<file path="src/rtl/host_mem_loader.sv">
// Host command engine: turns a 32-bit word stream into burst writes/read-backs on the inst/data RAMs.
// Optional feature: define HOST_MEM_LOADER_CHECKSUM_EN to emit an XOR ack word after each WRITE.
module host_mem_loader #(
  parameter int unsigned ADDRESS_WIDTH = 16,
  parameter int unsigned WORD_WIDTH    = 32
) (
  input  logic                     clock,
  input  logic                     reset_n,
  input  logic                     in_valid,
  output logic                     in_ready,
  input  logic [WORD_WIDTH-1:0]    in_data,
  output logic                     out_valid,
  input  logic                     out_ready,
  output logic [WORD_WIDTH-1:0]    out_data,
  output logic                     busy,
  output logic                     error,
  output logic [ADDRESS_WIDTH-1:0] inst_address,
  output logic                     inst_write,
  output logic [WORD_WIDTH-1:0]    inst_in_data,
  input  logic [WORD_WIDTH-1:0]    inst_out_data,
  output logic [ADDRESS_WIDTH-1:0] data_address,
  output logic                     data_write,
  output logic [WORD_WIDTH-1:0]    data_in_data,
  input  logic [WORD_WIDTH-1:0]    data_out_data
);

  typedef enum logic [2:0] {
    StIdle,
    StAddr,
    StWrData,
    StRdIssue,
    StRdWait,
    StRdOut,
    StDone
  } state_e;

  localparam logic [1:0] OpWrite   = 2'b00;
  localparam logic [1:0] OpRead    = 2'b01;
  localparam logic [1:0] OpNop     = 2'b10;
  localparam logic [1:0] OpIllegal = 2'b11;

  state_e                   r_state;
  logic [1:0]               r_op;
  logic                     r_target;
  logic [15:0]              r_remaining;
  logic [ADDRESS_WIDTH-1:0] r_addr;
  logic                     r_in_ready;
  logic                     r_out_valid;
  logic [WORD_WIDTH-1:0]    r_out_data;
  logic                     r_error;
  logic [ADDRESS_WIDTH-1:0] r_inst_address;
  logic                     r_inst_write;
  logic [WORD_WIDTH-1:0]    r_inst_in_data;
  logic [ADDRESS_WIDTH-1:0] r_data_address;
  logic                     r_data_write;
  logic [WORD_WIDTH-1:0]    r_data_in_data;
`ifdef HOST_MEM_LOADER_CHECKSUM_EN
  logic [WORD_WIDTH-1:0]    r_csum;
`endif

  wire w_in_fire  = in_valid && r_in_ready;
  wire w_out_fire = r_out_valid && out_ready;

  always_ff @(posedge clock or negedge reset_n) begin
    if (!reset_n) begin
      r_state        <= StIdle;
      r_op           <= OpWrite;
      r_target       <= 1'b0;
      r_remaining    <= '0;
      r_addr         <= '0;
      r_in_ready     <= 1'b0;
      r_out_valid    <= 1'b0;
      r_out_data     <= '0;
      r_error        <= 1'b0;
      r_inst_address <= '0;
      r_inst_write   <= 1'b0;
      r_inst_in_data <= '0;
      r_data_address <= '0;
      r_data_write   <= 1'b0;
      r_data_in_data <= '0;
`ifdef HOST_MEM_LOADER_CHECKSUM_EN
      r_csum         <= '0;
`endif
    end else begin
      // Write strobes are single-cycle pulses unless re-armed below.
      r_inst_write <= 1'b0;
      r_data_write <= 1'b0;
      unique case (r_state)
        StIdle: begin
          r_in_ready <= 1'b1;
          if (w_in_fire) begin
            r_op        <= in_data[31:30];
            r_target    <= in_data[29];
            r_remaining <= in_data[15:0];
            unique case (in_data[31:30])
              OpWrite, OpRead: r_state <= StAddr;
              OpNop:           r_state <= StIdle;
              OpIllegal:       r_error <= 1'b1;
              default:         r_state <= StIdle;
            endcase
          end
        end
        StAddr: begin
          if (w_in_fire) begin
            r_addr <= in_data[ADDRESS_WIDTH-1:0];
`ifdef HOST_MEM_LOADER_CHECKSUM_EN
            r_csum <= '0;
`endif
            if (r_remaining == 16'd0) begin
              r_state    <= StDone;
              r_in_ready <= 1'b0;
`ifdef HOST_MEM_LOADER_CHECKSUM_EN
              if (r_op == OpWrite) begin
                r_out_valid <= 1'b1;
                r_out_data  <= '0;
              end
`endif
            end else if (r_op == OpWrite) begin
              r_state <= StWrData;
            end else begin
              r_state    <= StRdIssue;
              r_in_ready <= 1'b0;
              if (r_target) r_data_address <= in_data[ADDRESS_WIDTH-1:0];
              else          r_inst_address <= in_data[ADDRESS_WIDTH-1:0];
            end
          end
        end
        StWrData: begin
          if (w_in_fire) begin
            if (r_target) begin
              r_data_write   <= 1'b1;
              r_data_address <= r_addr;
              r_data_in_data <= in_data;
            end else begin
              r_inst_write   <= 1'b1;
              r_inst_address <= r_addr;
              r_inst_in_data <= in_data;
            end
            r_addr      <= r_addr + ADDRESS_WIDTH'(1);
            r_remaining <= r_remaining - 16'd1;
`ifdef HOST_MEM_LOADER_CHECKSUM_EN
            r_csum <= r_csum ^ in_data;
`endif
            if (r_remaining == 16'd1) begin
              r_state    <= StDone;
              r_in_ready <= 1'b0;
`ifdef HOST_MEM_LOADER_CHECKSUM_EN
              r_out_valid <= 1'b1;
              r_out_data  <= r_csum ^ in_data;
`endif
            end
          end
        end
        StRdIssue: begin
          r_state <= StRdWait;
        end
        StRdWait: begin
          // RAM output is valid one cycle after the address issued in StRdIssue.
          r_out_data  <= r_target ? data_out_data : inst_out_data;
          r_out_valid <= 1'b1;
          r_state     <= StRdOut;
        end
        StRdOut: begin
          if (w_out_fire) begin
            r_out_valid <= 1'b0;
            r_addr      <= r_addr + ADDRESS_WIDTH'(1);
            r_remaining <= r_remaining - 16'd1;
            if (r_remaining != 16'd1) begin
              r_state <= StRdIssue;
              if (r_target) r_data_address <= r_addr + ADDRESS_WIDTH'(1);
              else          r_inst_address <= r_addr + ADDRESS_WIDTH'(1);
            end else begin
              r_state <= StDone;
            end
          end
        end
        StDone: begin
`ifdef HOST_MEM_LOADER_CHECKSUM_EN
          if (r_out_valid) begin
            if (out_ready) begin
              r_out_valid <= 1'b0;
              r_state     <= StIdle;
              r_in_ready  <= 1'b1;
            end
          end else begin
            r_state    <= StIdle;
            r_in_ready <= 1'b1;
          end
`else
          r_state    <= StIdle;
          r_in_ready <= 1'b1;
`endif
        end
        default: begin
          r_state    <= StIdle;
          r_in_ready <= 1'b0;
        end
      endcase
    end
  end

  assign in_ready     = r_in_ready;
  assign out_valid    = r_out_valid;
  assign out_data     = r_out_data;
  assign busy         = (r_state != StIdle);
  assign error        = r_error;
  assign inst_address = r_inst_address;
  assign inst_write   = r_inst_write;
  assign inst_in_data = r_inst_in_data;
  assign data_address = r_data_address;
  assign data_write   = r_data_write;
  assign data_in_data = r_data_in_data;

endmodule

</file>
<file path="config.mk">
export PLATFORM = sky130hd
export DESIGN_NAME = host_mem_loader
export DESIGN_NICKNAME = d
export VERILOG_FILES = /design/src/rtl/host_mem_loader.sv
export SDC_FILE = /design/constraint.sdc
export NUM_CORES = 1
export LEC_CHECK = 0
export ABC_AREA = 1
export CORE_MARGIN = 3
export CORE_UTILIZATION = 44
export DETAILED_ROUTE_END_ITERATION = 10
export PLACE_DENSITY = 0.78
export SYNTH_ARGS = -nofsm -noshare
export SYNTH_HDL_FRONTEND = slang
export SYNTH_SLANG_ARGS = --single-unit
export TNS_END_PERCENT = 1
</file>
<file path="constraint.sdc">
create_clock -name clock -period 1.7 [get_ports clock]
set_input_delay 0.425 -clock clock [delete_from_list [all_inputs] [get_ports clock]]
set_output_delay 0.425 -clock clock [all_outputs]
set_load 0.05 [all_outputs]
</file>
==> qor.json <==
{
  "async_reset_ff_frac": 1.00,
  "wirelength_mm": 24.2,
  "initial_utilization": 0.453,
  "cts_num_sinks": 171,
  "finish.instance_area_mm2": 0.0125,
  "yosys.cell_count.top_type": "sky130_fd_sc_hd__nand2_1",
  "final_setup_vio_count": 28,
  "postPlaceCellArea_mm2": 0.0117,
  "htree_levels": 4,
  "maximum_net_fanout_on_the_critical_path": 2,
  "yosys_most_used_dff": "sky130_fd_sc_hd__dfrtp_1",
  "die_w_um": 143,
  "first_pass_iteration_count_of_the_detailed_router": 5,
  "netlist-cell-type-count": 32,
  "cts_made_buffers": 17,
  "synth.yosys.seq_area_share": 0.520,
  "complex_gate_fraction_of_the_synthesized_area": 0.119,
  "violations": "setup timing",
  "worstSetupPathType": "flip-flop to output port",
  "yosys.area_share.simple": 0.280,
  "wl_per_cell_um": 15.2,
  "clk_latency_ns": 0.43,
  "ys_warn_count": 0,
  "core_region_area_mm2": 0.0181,
  "tritoncts": "done",
  "final-hold-violation-count": 0,
  "detail-route-antenna-nets": 0,
  "xor_xnor_share_of_the_synthesized_area": 0.00746,
  "power_density_mw_per_mm2": 2370,
  "drc": 0,
  "worst_hold_path_type": "flip-flop to flip-flop",
  "yosys-mux-area-fraction": 0,
  "worst-endpoint-arrival_ns": 1.43,
  "start_kind": "flip-flop",
  "synth-adder-area-share": 0.00457,
  "finalClockSkew_ns": 0.0110,
  "nNetsFinal": 1449,
  "timing.final.crit_share": 1.09,
  "area_growth_syn_to_layout_pct": 52.6,
  "p_leak_nw": 6.15,
  "critical_path_s_slowest_cell": "sky130_fd_sc_hd__dfrtp_1",
  "ys_top_cells_by_area": "sky130_fd_sc_hd__dfrtp_1 (52%), sky130_fd_sc_hd__nand2_1 (17%), sky130_fd_sc_hd__nor2_1 (6.2%)",
  "yosysTopAreaCell": "sky130_fd_sc_hd__dfrtp_1",
  "postSynthAreaPerCell_um2": 7.77,
  "drive_above_1_share": 0.228,
  "largest_delay_share_family_worst_path": "flip-flops",
  "placement.setup.worst_slack_ns": -0.319,
  "routed-via-count": 8039,
  "required_ns": 1.27,
  "via_count_of_the_first_global_routing_pass": 7875,
  "detailedRoute.firstIterationViolations": 639,
  "grt_setup_unrepaired": "yes",
  "syn_area_mm2": 0.00822,
  "fin_crit_ns": 1.85,
  "antenna_found_initial": 0,
  "fp.dieH_um": 143,
  "crit_top_cell": "sky130_fd_sc_hd__buf_6",
  "max_freq_ghz": 0.540,
  "final-max-slew-violation-count": 0,
  "worst_slew_pin_slew_ns": 0.468,
  "dieArea_mm2": 0.0204,
  "ir_worst_vdd_mv": 1.24,
  "synth_commonest_cells": "sky130_fd_sc_hd__nand2_1 (365), sky130_fd_sc_hd__dfrtp_1 (171), sky130_fd_sc_hd__nor2_1 (136), sky130_fd_sc_hd__inv_1 (86), sky130_fd_sc_hd__o21ai_0 (62)",
  "viasPerCell": 5.06,
  "worst_path_cell_chain": "buf_6 -> nor2_4 -> nand2_2 -> buf_6 -> buf_12",
  "ys_ff_latch": 171,
  "cp.buffers_inverters": 3,
  "row_count": 49,
  "io_pins": 234,
  "synth_top_family_by_area": "simple AND/OR/NAND/NOR gates",
  "synth_enable_flop_cells": 0,
  "clock_tree.root_cell": "sky130_fd_sc_hd__clkbuf_16",
  "grt_pass1_wl_mm": 38.6,
  "placement.io_buffers": 233,
  "antennaDiodeCount": 0,
  "clk_pin_slew_worst_paths_ns": 0.06,
  "clk_path_buf_depth": 2,
  "postLayoutSetupSlackWorst_ns": -0.153,
  "overflow": 0,
  "cpPeakStageDelay_ns": 0.42,
  "netlist.area_leader.share": 0.520,
  "max_cap_viol_count": 0,
  "grt_util_all_layers": 0.236,
  "slew_headroom": 0.688,
  "post_dp_hpwl_mm": 18.3,
  "place.gp.congestion": 0.928,
  "worstSetupEndpointType": "output port",
  "grt_start_max_net_pins": 65,
  "syn_nets": 1161,
  "post_synth_inst_count": 1058,
  "outcome": "finished with violations"
}
[report_power, final]
| part | internal, mW | switching [mW] |
|---|---|---|
| Combinational | 6.86 | 11.0 |
| Sequential | 6.02 | 1.67 |
| Clock | 2.39 | 1.72 |
| Total | 15.3 | 14.4 |
[worst paths after layout]
check,start,end,slack (ns),cells past startpoint
min reg2reg,r_op[1],r_op[1],0.48,2
max in group asynchronous,reset_n,inst_in_data[1],0.63,3
max reg2reg,r_state[2],data_in_data[17],-0.05,8
min in group asynchronous,reset_n,data_address[10],0.50,2
max,r_state[2],busy,-0.15,5
min,r_op[1],r_op[1],0.48,2
[routing by layer]
layer | part of all wire | track usage | vias to the layer above
met5 | 0 | 0 | -
met4 | 0.020 | 0.0865 | 0
met3 | 0.070 | 0.0650 | 37
met2 | 0.51 | 0.412 | 277
met1 | 0.40 | 0.280 | 3796
li1 | - | - | 3929
[layout make-up]
cell class                 instances  area, um2
fill                            1409       5600
clock inverter                    14        181
sequential                       171       4280
tap                              229        287
timing repair buffer             313       3480
inverter                          93        357
multi-input combinational        750       3520
clock buffer                      18        439
[kinds of logic after synthesis]
kind of cell / count (synthesis)
fa+ha+maj: 3
buf+inv: 137
compound gates: 179
simple gates: 561
flops: 171
xor+xnor: 7
[what timing repair did]
| action | in CTS | in global routing |
|---|---|---|
| setup endpoints to repair | 35 | 131 |
| pin swaps | 5 | 6 |
| resized for setup | 24 | 35 |
| setup buffers | 7 | 4 |
| hold buffers | 1 | 0 |
| gates cloned | 0 | 0 |
| endpoints found under the hold margin | 36 | 0 |
[sequential cells by signal (all words and copies together), names as in the netlist, 2 cells and up]
| name | count |
|---|---|
| data_in_data | 32 |
| inst_in_data | 32 |
| out_data | 32 |
| data_address | 16 |
| inst_address | 16 |
| r_addr | 16 |
| r_remaining | 16 |
| r_state | 3 |
| r_op | 2 |
[stage by stage]
| step | total power, mW | util | instances | hold WS [ns] | setup TNS [ns] |
|---|---|---|---|---|---|
| after global routing | 31.4 | 0.691 | 1588 | 0.501 | -7.10 |
| after floorplan | 17.8 | - | 1058 | 0.129 | -0.178 |
| after CTS | 29.5 | 0.684 | 1584 | 0.476 | -0.191 |
| after global placement | 24.7 | 0.642 | 1544 | 0.383 | -27.07 |
| final | 29.7 | 0.691 | 1588 | 0.475 | -0.557 |
| after detailed placement | 25.0 | 0.642 | 1544 | 0.386 | -34.04 |
[tightest hold or removal path, stage by stage, from the launching register on]
cell	delay (ns)
sky130_fd_sc_hd__dfrtp_1	0.35
sky130_fd_sc_hd__nand2_1	0.05
sky130_fd_sc_hd__nand2_1	0.04
[layout by cell type, fill, tap and decap left out, drive strengths merged]
cell / instances
a21boi: 4
bufinv: 3
ha: 3
nand2: 377
o211ai: 4
o221ai: 2
o21ai: 72
clkdlybuf4s50: 98
nand3: 26
dfrtp: 171
nor3: 6
a31oi: 39
nand4: 6
xnor2: 1
clkinvlp: 1
o21bai: 1
clkinv: 4
inv: 99
o22ai: 2
a21oi: 53
dlygate4sd3: 1
o31ai: 2
xor2: 6
clkbuf: 18
nor2: 146
buf: 214
(Power assumes the default switching activity.)
